## src/rtl/axis_tybec_pkg.sv

```systemverilog
// Shared constants, beat counter type and parameter legality helpers for the
// TyBEC multi-channel AXI-Stream bridge.
package axis_tybec_pkg;

  localparam int MAX_CHANNELS = 8;
  localparam int CNT_W        = 32;

  typedef logic [CNT_W-1:0] cnt_t;

  function automatic bit is_pow2_ge2(input int v);
    return (v >= 2) && ((v & (v - 1)) == 0);
  endfunction

  // Data width is 32 bits per kernel vector lane, up to 16 lanes.
  function automatic bit params_legal(input int width, input int nch,
                                      input int in_depth, input int out_depth);
    return (width >= 32) && (width <= 512) && ((width % 32) == 0) &&
           (nch >= 1) && (nch <= MAX_CHANNELS) &&
           is_pow2_ge2(in_depth) && is_pow2_ge2(out_depth);
  endfunction

endpackage

```

## src/rtl/tybec_sync_fifo.sv

```systemverilog
// Single-clock FIFO with registered occupancy; full/empty derive only from the
// occupancy register, so there is no push-to-pop bypass.
module tybec_sync_fifo #(
  parameter int WIDTH = 32,
  parameter int DEPTH = 2
) (
  input  logic             aclk,
  input  logic             areset,
  input  logic             push,
  input  logic [WIDTH-1:0] din,
  input  logic             pop,
  output logic             full,
  output logic             empty,
  output logic [WIDTH-1:0] head
);

  localparam int PW = $clog2(DEPTH);
  localparam int CW = $clog2(DEPTH) + 1;
  localparam logic [CW-1:0] FULL_CNT = CW'(DEPTH);

  logic [WIDTH-1:0] mem [DEPTH];
  logic [PW-1:0]    rd_ptr;
  logic [PW-1:0]    wr_ptr;
  logic [CW-1:0]    count;
  logic             do_push;
  logic             do_pop;

  assign full    = (count == FULL_CNT);
  assign empty   = (count == '0);
  assign head    = mem[rd_ptr];
  assign do_push = push & ~full;
  assign do_pop  = pop & ~empty;

  // Pointers wrap naturally because DEPTH is a power of two.
  always_ff @(posedge aclk) begin
    if (areset) begin
      rd_ptr <= '0;
      wr_ptr <= '0;
      count  <= '0;
    end else begin
      if (do_push) wr_ptr <= wr_ptr + 1'b1;
      if (do_pop)  rd_ptr <= rd_ptr + 1'b1;
      case ({do_push, do_pop})
        2'b10:   count <= count + 1'b1;
        2'b01:   count <= count - 1'b1;
        default: count <= count;
      endcase
    end
  end

  always_ff @(posedge aclk) begin
    if (do_push) mem[wr_ptr] <= din;
  end

endmodule

```

## src/rtl/axis_tybec_bridge.sv

```systemverilog
// Joins N independently buffered AXI-Stream inputs into one TyBEC kernel
// handshake and buffers kernel output onto an AXI-Stream master.
module axis_tybec_bridge
  import axis_tybec_pkg::*;
#(
  parameter int C_DATA_WIDTH   = 32,
  parameter int C_NUM_CHANNELS = 2,
  parameter int C_IN_DEPTH     = 2,
  parameter int C_OUT_DEPTH    = 4
) (
  input  logic                                         aclk,
  input  logic                                         areset,
  input  logic [C_NUM_CHANNELS-1:0]                    s_tvalid,
  input  logic [C_NUM_CHANNELS-1:0][C_DATA_WIDTH-1:0]  s_tdata,
  output logic [C_NUM_CHANNELS-1:0]                    s_tready,
  output logic                                         k_ivalid,
  output logic [C_NUM_CHANNELS-1:0][C_DATA_WIDTH-1:0]  k_idata,
  input  logic                                         k_iready,
  input  logic                                         k_ovalid,
  input  logic [C_DATA_WIDTH-1:0]                      k_odata,
  output logic                                         k_oready,
  output logic                                         m_tvalid,
  output logic [C_DATA_WIDTH-1:0]                      m_tdata,
  input  logic                                         m_tready,
  output cnt_t                                         in_beats,
  output cnt_t                                         out_beats,
  output logic                                         err_overflow
);

  if (!params_legal(C_DATA_WIDTH, C_NUM_CHANNELS, C_IN_DEPTH, C_OUT_DEPTH)) begin : g_bad_params
    $error("axis_tybec_bridge: illegal width, channel count or FIFO depth");
  end

  logic [C_NUM_CHANNELS-1:0] in_full;
  logic [C_NUM_CHANNELS-1:0] in_empty;
  logic                      join_fire;
  logic                      out_full;
  logic                      out_empty;
  logic                      out_fire;

  assign s_tready  = ~in_full;
  assign k_ivalid  = ~|in_empty;
  assign join_fire = k_ivalid & k_iready;

  for (genvar i = 0; i < C_NUM_CHANNELS; i++) begin : g_in_fifo
    tybec_sync_fifo #(
      .WIDTH (C_DATA_WIDTH),
      .DEPTH (C_IN_DEPTH)
    ) u_in_fifo (
      .aclk   (aclk),
      .areset (areset),
      .push   (s_tvalid[i]),
      .din    (s_tdata[i]),
      .pop    (join_fire),
      .full   (in_full[i]),
      .empty  (in_empty[i]),
      .head   (k_idata[i])
    );
  end

  tybec_sync_fifo #(
    .WIDTH (C_DATA_WIDTH),
    .DEPTH (C_OUT_DEPTH)
  ) u_out_fifo (
    .aclk   (aclk),
    .areset (areset),
    .push   (k_ovalid),
    .din    (k_odata),
    .pop    (m_tready),
    .full   (out_full),
    .empty  (out_empty),
    .head   (m_tdata)
  );

  assign k_oready = ~out_full;
  assign m_tvalid = ~out_empty;
  assign out_fire = m_tvalid & m_tready;

  // Kernel output arriving while the output FIFO is full is lost; remember it.
  always_ff @(posedge aclk) begin
    if (areset) begin
      in_beats     <= '0;
      out_beats    <= '0;
      err_overflow <= 1'b0;
    end else begin
      if (join_fire)           in_beats     <= in_beats + cnt_t'(1);
      if (out_fire)            out_beats    <= out_beats + cnt_t'(1);
      if (k_ovalid & out_full) err_overflow <= 1'b1;
    end
  end

endmodule

```

## config.mk

```make
export PLATFORM = sky130hd
export DESIGN_NAME = axis_tybec_bridge
export DESIGN_NICKNAME = d
export VERILOG_FILES = /design/src/rtl/axis_tybec_pkg.sv /design/src/rtl/tybec_sync_fifo.sv /design/src/rtl/axis_tybec_bridge.sv
export SDC_FILE = /design/constraint.sdc
export NUM_CORES = 1
export LEC_CHECK = 0
export ABC_AREA = 0
export BUFFER_PORTS_ARGS = -buffer_cell sky130_fd_sc_hd__buf_2
export CAP_MARGIN = 20
export CORE_MARGIN = 2
export CORE_UTILIZATION = 59
export DETAILED_ROUTE_END_ITERATION = 8
export GPL_TIMING_DRIVEN = 0
export PLACE_DENSITY = 0.94
export SKIP_CTS_REPAIR_TIMING = 1
export SLEW_MARGIN = 20
export SYNTH_ARGS = -nofsm -noshare
export SYNTH_HDL_FRONTEND = slang
export SYNTH_SLANG_ARGS = --single-unit
```

## constraint.sdc

```tcl
create_clock -name aclk -period 6.1 [get_ports aclk]
set_clock_uncertainty 0.1 [all_clocks]
set_input_delay 1.22 -clock aclk [delete_from_list [all_inputs] [get_ports aclk]]
set_output_delay 1.22 -clock aclk [all_outputs]
set_load 0.1 [all_outputs]
```

Yosys cells after proc, flatten, opt, wreduce, memory -nomap -nowiden. Memory sizes are Yosys's and may differ from the RTL's. A register that Yosys moved wholly into a read port is not among the register bits. Index checks and enable logic that the tools add are counted.

Bitwise logic cells: 15. $lt $le $gt $ge: 0. Add/subtract/negate cells: 14. Divide/modulo/power cells: 0. Multiplexer cells: 15. Shift-type cells: 0. Reduce and logical (&&, ||, !) cells: 8. Equal/unequal tests: 9. Multipliers: 0.

Operator list (number): $add 32x1->32 const B (2); $eq 2x2->1 const B (5); $mux 1 (10); $add 2x1->2 const B (4); $and 1x1->1 (8); $pmux 2 s2 (2); $eq 2x1->1 const B (3); $not 1->1 (6); $pmux 3 s2 (1); $reduce_bool 2->1 (3); $add 1x1->1 const B (4); $logic_not 2->1 (2); $mux 2 (2); $sub 2x1->2 const B (2); $add 3x1->3 const B (1); $eq 3x3->1 const B (1); $logic_not 3->1 (1); $sub 3x1->3 const B (1); $not 2->2 (1); $reduce_or 2->1 (1); $logic_not 1->1 (1).

Memory bits (read-only): 0. Logic and storage cells: 76. Memory bits (writable): 256. Latch bits: 0. Register bits after elaboration: 80. Memories: 3.

Memories: u_out_fifo.mem (words 4, bits a word 32, rd ports 1, clocked after Yosys merged registers in 1, wr ports 1, line tybec_sync_fifo.sv:21) `logic [WIDTH-1:0] mem [DEPTH];`; g_in_fifo[0].u_in_fifo.mem (words 2, bits a word 32, rd ports 1, clocked after Yosys merged registers in 1, wr ports 1, line tybec_sync_fifo.sv:21); g_in_fifo[1].u_in_fifo.mem (words 2, bits a word 32, rd ports 1, clocked after Yosys merged registers in 1, wr ports 1, line tybec_sync_fifo.sv:21).

Depth between registers and ports, before layout. Gate-level depths: netlist of run 1.

Word-level depth: 7. Gate-level depth with buffers: 9.

Hierarchy. From an unflattened synthesis of run 1, not the netlist that was laid out.

Cell total of the unflattened synthesis: 846. Area, all modules: 13394.1 um2.

Modules (own cells, without submodules): tybec_sync_fifo at u_out_fifo (area an instance 5143.7 um2, cells an instance 221, instances 1); tybec_sync_fifo at g_in_fifo[0].u_in_fifo ... (area an instance 2524.9 um2, cells an instance 126, instances 2); axis_tybec_bridge (area an instance 3200.6 um2, cells an instance 373, instances 1).

Worst setup path after synthesis of run 1. No wires, ideal clock.

Kind: reg-to-reg. Start: register g_in_fifo[0].u_in_fifo.count[0]. End: memory g_in_fifo[0].u_in_fifo.mem[0][0], enable pin. Required time: 5.579 ns. Setup slack: 2.801 ns. Buffers on the path: 1. Stages on the path, launching flop included: 5. Clock period less this slack: 3.299 ns. Setup time: 0.421 ns. Data arrival time: 2.777 ns. Path through: dfxtp_1 buf_4 or2b_1 nand2_1 nor2_1.

Cells in the longest elaborated chain, start to end: 5.

Ends and longest elaborated chain: from (decl) (line tybec_sync_fifo.sv:24) `logic [CW-1:0] count;`; from (signal assigned) (line tybec_sync_fifo.sv:44) `2'b10: count <= count + 1'b1;`; from (signal assigned) (line tybec_sync_fifo.sv:45) `2'b01: count <= count - 1'b1;`; from (signal assigned) (line tybec_sync_fifo.sv:46) `default: count <= count;`; $eq 2x2->1 (line tybec_sync_fifo.sv:28) `assign full = (count == FULL_CNT);`; $not 1->1 (line tybec_sync_fifo.sv:31) `assign do_push = push & ~full;`; $and 1x1->1 (line tybec_sync_fifo.sv:31); $mux 1 (line tybec_sync_fifo.sv:52) `if (do_push) mem[wr_ptr] <= din;`; $mux 1 (not written as such) (line tybec_sync_fifo.sv:52); to (decl) (line tybec_sync_fifo.sv:21).

Every way passes these cells.

==> results.md, run 1 <==
* Status: complete, no violations
* Row cnt at 54
* Adder-cell area share of the yosys netlist at 1.00%
* Synthesized flop and latch total at 340
* Placement Setup Slack at 2480 ps
* Initial antenna violation count at 6
* Final antenna-violating net count at 0
* GRT Util Overall at 24.5%
* CP peak stage delay at 690 ps
* DRC at 0
* Die ar. at 0.0237 mm^2
* Worst Hold Depth at 2
* Cells after synthesis at 843
* CP Capture Type: output port
* Hold Path Class: flip-flop to flip-flop
* Initial Util at 60.4%
* Power, Total at 7.60 mW
* Total core area at 0.0220 mm^2
* Die Y-Extent at 154 um
* Worst EP required at 4780 ps
* Synth Area in Compound Gates at 3.73%
* HP Start: err_overflow
* Power density of the placed cells at 466 mW/mm^2
* Routed WL per cell at 20.2 um
* CTS tree: yes
* GP Congestion at 0.925
* Placed instance count at 1399
* CP Launch Type: flip-flop
* Vias after detailed routing at 8615
* Synthesized Nets at 956
* Syn avg cell area at 15.7 um^2
* Mux contribution to synthesized area at 11.9%
* Final setup viols at 0
* TritonCTS buffer count at 35
* Post-Synth Simple-Gate Area at 8.97%
* Max Slew Vio Count at 0
* Relative slew slack at 40.3%
* Syn. warnings at 0
* Peak VDD IR at 293 uV
* Distinct cells, synth at 43
* Hold endpoint: err_overflow
* Clock slew at reported path FFs at 60 ps
* Non-filler cells, final at 1467
* Max Fanout on Critical Path at 10
* XOR/XNOR Fraction of Synth Area at 2.05%
* WP data arrival at 2720 ps
* Slowest CP cell: buf_1
* RSZ-0062 raised after global routing: no
* Dpl hpwl at 20000 um
* Critical path type: flip-flop to output port
* Vias in the first global route at 8621
* Worst-Skew Late Latency at 510 ps
* Final WS setup at 2060 ps
* Worst r2r src: u_out_fifo.count[0]
* Synthesized area at 0.0133 mm^2
* Vias/cell at 5.87
* Worst-case clock buffer depth at 3
* R2R depth at 9
* Final WL at 29600 um
* Clock sink count at 340
* Total gr overflow at 0
* Tcrit/Tclk final at 66.2%
* R2R Path End: u_out_fifo.count[2]
* Share of cells above drive strength 1 at 39.2%
* DRT iter0 DRCs at 660
* Fillers at 1316
* H-tree Lvls at 2
* Layout area overhead at 23.2%
* Max Cap Violations at 0
* Ports at 269
* Largest net degree at the start of global routing at 33
* Drt first pass iters at 7
* CTS root buf: clkbuf_16
* NumNets Final at 1269
* Static leakage power at 5.98 nW
* Setup slack, reg-to-reg at 3330 ps
* Share of the yosys chip area belonging to registers at 70.7%
* Fmax at 247 MHz
* Global-route wire length before repair at 45600 um
* Cell Chain, Critical Path: clkbuf_1 -> buf_1 -> mux4_2 -> buf_2
* Largest family of logic cells by synthesized area: multiplexers
* Final Hold Vio Count at 0
* Die W at 154 um
* Port bufs at 268
* Worst slew pin tran at 889 ps
* Fin crit period at 4040 ps
* Setup TNS at 0 ps
==> cell type report <==
class	instances	area, um^2	area share [%]
diodes	5	12.5	0.0766
plain buffers	38	151	0.927
clock buffers	43	957	5.86
clock inverters	20	191	1.17
inverters	19	71.3	0.437
multi-input cells	446	3690	22.6
flip-flops and latches	340	9370	57.4
well taps	280	350	2.15
repair buffers	276	1540	9.43
==> worst max path at each step <==
| stage | start | end | slack, ps | cells after the start |
|---|---|---|---|---|
| 5_1_grt | flip-flop | m_tdata[8] | 1810 | 4 |
| 2_1_floorplan | g_in_fifo[0].u_in_fifo.count[0] | g_in_fifo[0].u_in_fifo.mem[0][0] | 2800 | 4 |
| 4_1_cts | flip-flop | m_tdata[8] | 1940 | 4 |
| 3_3_place_gp | s_tvalid[0] | g_in_fifo[0].u_in_fifo.mem[0][30] | 2100 | 3 |
| 3_5_place_dp | flip-flop | m_tdata[8] | 2480 | 4 |
| 6_report | flip-flop | m_tdata[8] | 2060 | 4 |
==> cell usage after synthesis <==
| cell | number | share of area, % |
|---|---|---|
| edfxtp_1 | 256 | 58 |
| buf_2 | 1 | 0.038 |
| or3b_1 | 1 | 0.066 |
| inv_1 | 18 | 0.51 |
| o41ai_1 | 1 | 0.066 |
| nand4b_1 | 1 | 0.066 |
| or2b_1 | 2 | 0.11 |
| o21ai_0 | 10 | 0.38 |
| or3_1 | 12 | 0.57 |
| a31o_2 | 7 | 0.46 |
| clkbuf_1 | 24 | 0.68 |
| o221ai_4 | 1 | 0.20 |
| buf_4 | 2 | 0.11 |
| a41oi_1 | 1 | 0.066 |
| nand4_4 | 1 | 0.16 |
| dfxtp_1 | 84 | 13 |
| nor4_1 | 11 | 0.52 |
| buf_1 | 11 | 0.31 |
| o31ai_1 | 18 | 1.0 |
| xor2_1 | 12 | 0.79 |
| and3_1 | 14 | 0.66 |
| and4_1 | 4 | 0.26 |
| a21oi_1 | 39 | 1.5 |
| mux2_2 | 76 | 6.5 |
| inv_2 | 1 | 0.028 |
| nor3_1 | 9 | 0.34 |
| nand4_1 | 25 | 1.2 |
| or4_1 | 18 | 1.0 |
| or2_2 | 2 | 0.094 |
| nor2_1 | 53 | 1.5 |
| o22a_1 | 1 | 0.066 |
| and2_1 | 3 | 0.14 |
| xnor2_1 | 19 | 1.3 |
| nor2b_1 | 12 | 0.57 |
| ha_1 | 9 | 0.85 |
| nor4b_1 | 1 | 0.066 |
| nand3b_1 | 1 | 0.057 |
| nand2_1 | 30 | 0.85 |
| or2_1 | 1 | 0.047 |
| mux4_2 | 32 | 5.4 |
| fa_1 | 1 | 0.15 |
| nand3_1 | 17 | 0.64 |
| nand2b_1 | 1 | 0.047 |
==> placed cells by master (no fill, tap or decap), types with 3 or more instances in the layout <==
cell,count
clkbuf_8,3
nand4_1,25
xnor2_1,19
inv_1,18
mux4_2,32
nand3_1,17
buf_1,11
or4_1,18
dfxtp_1,84
nor2b_1,12
nor3_1,9
a31o_2,7
diode_2,5
o31ai_1,18
clkinv_1,3
clkinv_2,10
nor4_1,11
xor2_1,12
clkbuf_16,36
nor2_1,51
edfxtp_1,256
and3_1,8
ha_1,9
a21oi_1,39
and3_2,6
mux2_2,76
o21ai_0,10
clkbuf_1,28
buf_12,3
nand2_1,30
buf_2,269
and2_1,3
and4_1,4
buf_16,5
bufinv_16,3
or3_1,12
==> metrics by stage <==
stage	area [um^2]	hold WS [ps]	util (%)
6_report	16300	388	74.4
3_5_place_dp	15200	375	69.1
4_1_cts	16300	390	74.3
5_1_grt	16300	425	74.3
2_1_floorplan	13300	369	-
3_3_place_gp	14900	358	68.1
==> metal layers <==
metal / global-route usage, % / share of wire [%] / vias to the layer above
met3: 4.68 / 6.8 / 59
met1: 29.5 / 37 / 4276
met2: 44.7 / 54 / 383
li1: - / - / 3897
met5: 0 / 0 / -
met4: 8.06 / 2.6 / 0
==> cell families (layout without fill, tap and decap cells) <==
logic type	Yosys count	in the layout
compound gates	78	78
simple gates	219	219
flops	340	340
fa+ha+maj	10	10
mux	108	108
other cells	0	5
buf+inv	57	396
xor+xnor	31	31
==> registers in the layout, indices dropped and copies added (netlist names), named ones only <==
| register | flops |
|---|---|
| g_in_fifo.u_in_fifo.count | 4 |
| in_beats | 32 |
| u_out_fifo.rd_ptr | 2 |
| g_in_fifo.u_in_fifo.mem | 128 |
| out_beats | 32 |
| u_out_fifo.wr_ptr | 2 |
| g_in_fifo.u_in_fifo.wr_ptr | 2 |
| u_out_fifo.count | 3 |
| g_in_fifo.u_in_fifo.rd_ptr | 2 |
| err_overflow | 1 |
| u_out_fifo.mem | 128 |
==> critical path, delay by kind of cell (launching register included) <==
family / cells / cell delay (ps)
buffers and inverters: 3 / 1290
multiplexers: 1 / 650
flip-flops: 1 / 300
==> report_power, final <==
group          total (mW)  switching [mW]  internal (mW)
Sequential           2.84          0.0866           2.75
Clock                2.10           0.853           1.25
Combinational        2.66            2.11          0.548
(Power assumes the default switching activity.)
==> run 2: changes to the inputs <==
Settings changed: CORE_UTILIZATION 59 to 49, PLACE_DENSITY 0.94 to 0.84.
Clock period 6.1 ns to 3.7 ns, I/O delays scaled along.
==> run 2 against run 1 <==
Against the previous run:
- via count decreased by 2.6%
- combinational power rose by 64%
- final cell count grew 4.2%
- routed wire length is 2.8% lower
- critical path depth did not move
- die area increased by 20%
==> results.md, run 2 (synthesized netlist as in run 1, its figures left out) <==
* Fillers at 2017
* Final Util at 61.2%
* Area of the multi-input gates at 0.00369 mm^2
* Clock sink count at 340
* Dpl hpwl at 20200 um
* Routed WL per cell at 18.8 um
* NumNets Final at 1270
* WP data arrival at 2410 ps
* Setup TNS at 0 ps
* Ports at 269
* Final WS setup at 445 ps
* Final antenna-violating net count at 0
* Hold Path Class: input port to flip-flop
* Die Y-Extent at 168 um
* Slowest CP cell: mux4_2
* Worst-case clock buffer depth at 3
* Drt first pass iters at 5
* HP Start: s_tdata[44]
* H-tree Lvls at 2
* Fmax at 307 MHz
* Placement Setup Slack at 548 ps
* Seq. cell area at 0.00937 mm^2
* Max Slew Vio Count at 0
* Global-route wire length before repair at 43900 um
* Most frequent cells in the layout: buf_2 (269), edfxtp_1 (256), dfxtp_1 (84), mux2_2 (76), nor2_1 (51)
* Worst EP required at 2860 ps
* DRC at 0
* R2R depth at 9
* Layout area overhead at 23.5%
* Total gr overflow at 0
* Vias/cell at 5.49
* Port bufs at 268
* Status: complete, no violations
* CTS tree: yes
* Static leakage power at 5.96 nW
* Hold endpoint: g_in_fifo[1].u_in_fifo.mem[1][12]
* Vias in the first global route at 8277
* Relative slew slack at 39.6%
* Total core area at 0.0267 mm^2
* Commonest non-fill, non-tap cell in the layout: buf_2
* Setup slack, reg-to-reg at 1000 ps
* Worst-Skew Late Latency at 510 ps
* Final Hold Vio Count at 0
* Peak VDD IR at 443 uV
* CP peak stage delay at 580 ps
* Critical path type: flip-flop to output port
* Worst r2r src: u_out_fifo.count[0]
* Tcrit/Tclk final at 88.0%
* CTS root buf: clkbuf_16
* Clock slew at reported path FFs at 60 ps
* Final WL at 28800 um
* Max Cap Violations at 0
* GP Congestion at 0.878
* DRT iter0 DRCs at 547
* Worst Hold Depth at 1
* Vias after detailed routing at 8390
* Worst slew pin tran at 900 ps
* Initial antenna violation count at 3
* R2R Path End: u_out_fifo.count[2]
* Die ar. at 0.0284 mm^2
* RSZ-0062 raised after global routing: no
* Max Fanout on Critical Path at 10
* Largest regs: g_in_fifo.u_in_fifo.mem: 128 flops, u_out_fifo.mem: 128 flops
* Fin crit period at 3250 ps
* Initial Util at 49.6%
* Power density of the placed cells at 758 mW/mm^2
* CP Launch Type: flip-flop
* Share of cells above drive strength 1 at 39.0%
* Cell Chain, Critical Path: clkbuf_1 -> clkbuf_2 -> mux4_2 -> buf_2
* Final setup viols at 0
* Row cnt at 60
* Die W at 168 um
* GRT Util Overall at 19.6%
* Largest net degree at the start of global routing at 27
* TritonCTS buffer count at 36
* CP Capture Type: output port
-- run 2: cell count changes in the layout (fill, tap and decap cells not counted), sizes merged --
cell	before	now
clkinv	14	16
clkbuf	67	72
diode	5	2
clkinvlp	2	3
bufinv	3	1
buf	290	287
-- run 2: power breakdown --
part,internal (mW),switching (mW)
logic,0.898,3.46
clock network,1.96,1.41
registers,4.54,0.132
total,7.39,5.01
-- run 2: critical path: cells and delay by family (launching register included) --
| kind | cells | cell delay (ps) |
|---|---|---|
| buffers and inverters | 3 | 1020 |
| multiplexers | 1 | 580 |
| flip-flops | 1 | 300 |
-- run 2: cell type report --
| class | count | area share [%] |
|---|---|---|
| tap | 341 | 2.61 |
| clock inverter | 21 | 0.879 |
| buffer | 38 | 0.948 |
| antenna | 2 | 0.0306 |
| sequential | 340 | 57.2 |
| multi-input combinational | 446 | 22.5 |
| inverter | 19 | 0.436 |
| timing repair buffer | 276 | 9.36 |
| clock buffer | 45 | 5.97 |
-- run 2: how the worst max path moves through the flow --
stage	from	to	slack, ps	depth (start not counted)
4_1_cts	flip-flop	m_tdata[5]	2	4
5_1_grt	flip-flop	m_tdata[5]	250	4
3_3_place_gp	s_tvalid[0]	g_in_fifo[0].u_in_fifo.mem[0][30]	120	3
3_5_place_dp	flip-flop	m_tdata[5]	550	4
2_1_floorplan	g_in_fifo[0].u_in_fifo.count[0]	g_in_fifo[0].u_in_fifo.mem[0][0]	400	4
6_report	flip-flop	m_tdata[1]	450	4
-- run 2: per-stage QoR --
stage                     power, mW  instances  area, um^2  hold slack, ps
after floorplan                8.38        843       13300             369
after global placement         9.00       1452       15000             362
after detailed placement       9.14       1460       15200             371
after CTS                      12.5       1526       16400             297
after global routing           12.8       1528       16400             298
final                          12.4       1528       16400             320
-- run 2: metal layers --
| layer | GRT usage (%) | wire length, um |
|---|---|---|
| met4 | 6.07 | 642 |
| met5 | 0 | 13 |
| met2 | 34.8 | 14800 |
| met3 | 4.26 | 1690 |
| met1 | 24.1 | 11600 |
==> run 3: changes to the inputs <==
Settings changed: ABC_AREA 0 to 1, CORE_UTILIZATION 49 to 50, PLACE_DENSITY 0.84 to 0.85.
==> run 3 against run 2 <==
Against the previous run:
- sequential cell count unchanged
- largest cell class unchanged
- core utilization increased by 1.2 points
- die area increased by 1.6%
- non-clock buffer count increased by 1
- clock power decreased by 5.9%
- highest routed layer is now met4
- total power decreased by 9.4%
==> results.md, run 3 <==
* Cells after synthesis at 1194
* Vias after detailed routing at 10108
* Worst Setup EP: m_tdata[26]
* Final Util at 62.4%
* Syn. warnings at 0
* Commonest non-fill, non-tap cell in the layout: buf_2
* DRC at 0
* Die W at 170 um
* Static leakage power at 6.52 nW
* Vias/cell at 5.38
* Stages on worst setup path at 6
* NumNets Final at 1620
* GRT busiest layer: met2
* Clock slew at reported path FFs at 60 ps
* Share of the yosys chip area belonging to registers at 68.1%
* H-tree Lvls at 2
* Largest net degree at the start of global routing at 26
* Relative slew slack at 50.9%
* Design Area, Final at 0.0168 mm^2
* R2R Path End: u_out_fifo.count[2]
* Max Slew Vio Count at 0
* Ys flop type: edfxtp_1
* Fillers at 2045
* Share of the synthesized area in the top cell type at 55.9%
* Worst Hold Depth at 1
* Total gr overflow at 0
* DRT iter0 DRCs at 781
* Area contributors post-synth: edfxtp_1 (56%), dfxtp_1 (12%), nor2_1 (5.3%), mux2_2 (4.9%), nand2_1 (4.1%)
* Max Fanout on Critical Path at 10
* Die Y-Extent at 170 um
* R2R depth at 10
* Met1 GRT Util at 27.5%
* Fmax at 297 MHz
* CTS tree: yes
* Power density of the placed cells at 668 mW/mm^2
* Post-synth ARST share at 0%
* Most frequent cells in the layout: buf_2 (278), edfxtp_1 (256), nor2_1 (187), nand2_1 (149), inv_1 (102)
* Global-route wire length before repair at 50200 um
* Synthesized flop and latch total at 340
* Non-filler cells, final at 1879
* Setup slack, reg-to-reg at 1300 ps
* Row cnt at 60
* Final setup viols at 0
* Initial antenna violation count at 3
* Worst-case clock buffer depth at 3
* Synthesized Nets at 1307
* Top cell by count, worst path: buf_2
* Placed instance count at 1811
* Initial Util at 51.0%
* Ports at 269
* Clock sink count at 340
* Worst EP required at 2860 ps
* WP data arrival at 2520 ps
* Vias in the first global route at 9770
* Share of cells above drive strength 1 at 28.2%
* CP Launch Type: flip-flop
* Layout area overhead at 22.4%
* GRT Util Overall at 22.2%
* Routed WL per cell at 17.4 um
* RSZ-0062 raised after global routing: no
* Final WL at 32600 um
* Dpl hpwl at 23000 um
* Status: complete, no violations
* Synthesized area at 0.0138 mm^2
* Worst slew pin tran at 736 ps
* Worst r2r src: u_out_fifo.count[1]
* Final Hold Vio Count at 0
* Cell Chain, Critical Path: buf_2 -> clkinv_1 -> clkbuf_1 -> o21ai_0 -> o22ai_1 -> buf_2
* Final antenna-violating net count at 0
* Top cell family by delay on the critical path: buffers and inverters
* Max Cap Violations at 0
* CP Capture Type: output port
* Drt first pass iters at 5
* GP Congestion at 0.899
* Largest regs: g_in_fifo.u_in_fifo.mem: 128 flops, u_out_fifo.mem: 128 flops
* Area after DPL at 0.0158 mm^2
* Most common cell in the netlist: edfxtp_1
* CP peak stage delay at 480 ps
* Die ar. at 0.0288 mm^2
* Most frequent cells after synthesis: edfxtp_1 (256), nor2_1 (195), nand2_1 (149), inv_1 (102), o21ai_0 (93)
* Slowest CP cell: buf_2
* Syn avg cell area at 11.5 um^2
* Tcrit/Tclk final at 90.9%
* Grt met3 use at 4.67%
* Cell taking the most area after synthesis: edfxtp_1
* TritonCTS buffer count at 35
* Port bufs at 268
* Worst-Skew Late Latency at 500 ps
* CTS root buf: clkbuf_16
* Peak VDD IR at 542 uV
* Fin crit period at 3360 ps
* GRT met2 Usage at 37.7%
* WHS at 320 ps
* Worst path bufs/invs at 4
* Setup TNS at 0 ps
* Total core area at 0.0270 mm^2
* Critical path type: flip-flop to output port
* Distinct cells, synth at 35
* Post-synth EDFFs at 256
* Hold Path Class: input port to flip-flop
run 3: cell types whose count changed in the layout (fill, tap and decap cells not counted), moves of 28 or more:
| cell | delta |
|---|---|
| mux4_2 | -32 |
| inv_1 | +84 |
| o22ai_1 | +32 |
| nand2_1 | +119 |
| nand3_1 | +28 |
| nor2_1 | +136 |
| o21ai_0 | +83 |
run 3: cell families after synthesis:
family                   Yosys count  synth area share, %
AO/OA/AOI/OAI                    173                 6.66
XOR/XNOR                          12                0.764
adder cells (fa/ha/maj)           10                0.965
buffers and inverters            145                 4.19
flip-flops                       340                 68.1
multiplexers                      64                 5.24
AND/OR/NAND/NOR                  450                 14.0
run 3: how the worst min path moves through the flow:
stage                                    start  slack, ps                                 to
after floorplan           u_out_fifo.rd_ptr[1]        340                          flip-flop
after global placement            err_overflow        340                       err_overflow
after detailed placement          err_overflow        340                       err_overflow
after CTS                          s_tdata[39]        290   g_in_fifo[1].u_in_fifo.mem[1][7]
after global routing               s_tdata[58]        300  g_in_fifo[1].u_in_fifo.mem[1][26]
final                              s_tdata[39]        320   g_in_fifo[1].u_in_fifo.mem[1][7]
run 3: layout make-up:
| type | count | area (um^2) | area share, % |
|---|---|---|---|
| Buffer | 39 | 178 | 1.06 |
| Tap cell | 341 | 427 | 2.54 |
| Clock inverter | 19 | 103 | 0.610 |
| Multi-Input combinational cell | 709 | 3870 | 23.0 |
| Inverter | 106 | 398 | 2.36 |
| Timing Repair Buffer | 276 | 1550 | 9.23 |
| Antenna cell | 4 | 10.0 | 0.0595 |
| Clock buffer | 45 | 923 | 5.49 |
| Sequential cell | 340 | 9370 | 55.7 |
run 3: through the flow:
stage / worst slack, ps / total power, mW
after floorplan: 206 / 7.41
after global placement: -196 / 8.00
after detailed placement: 930 / 8.12
after CTS: 334 / 11.3
after global routing: 144 / 11.6
final: 338 / 11.2
run 3: routing by layer:
layer / vias to the layer above / part of all wire, %
met5: - / 0
met4: 0 / 3.4
met3: 85 / 8.3
met2: 442 / 50
met1: 4802 / 39
li1: 4779 / -
run 3: power by group:
group	internal, mW	switching [mW]	total (mW)
combinational	0.591	2.96	3.55
clock	1.78	1.39	3.17
sequential	4.42	0.0962	4.51
total	6.78	4.45	11.2
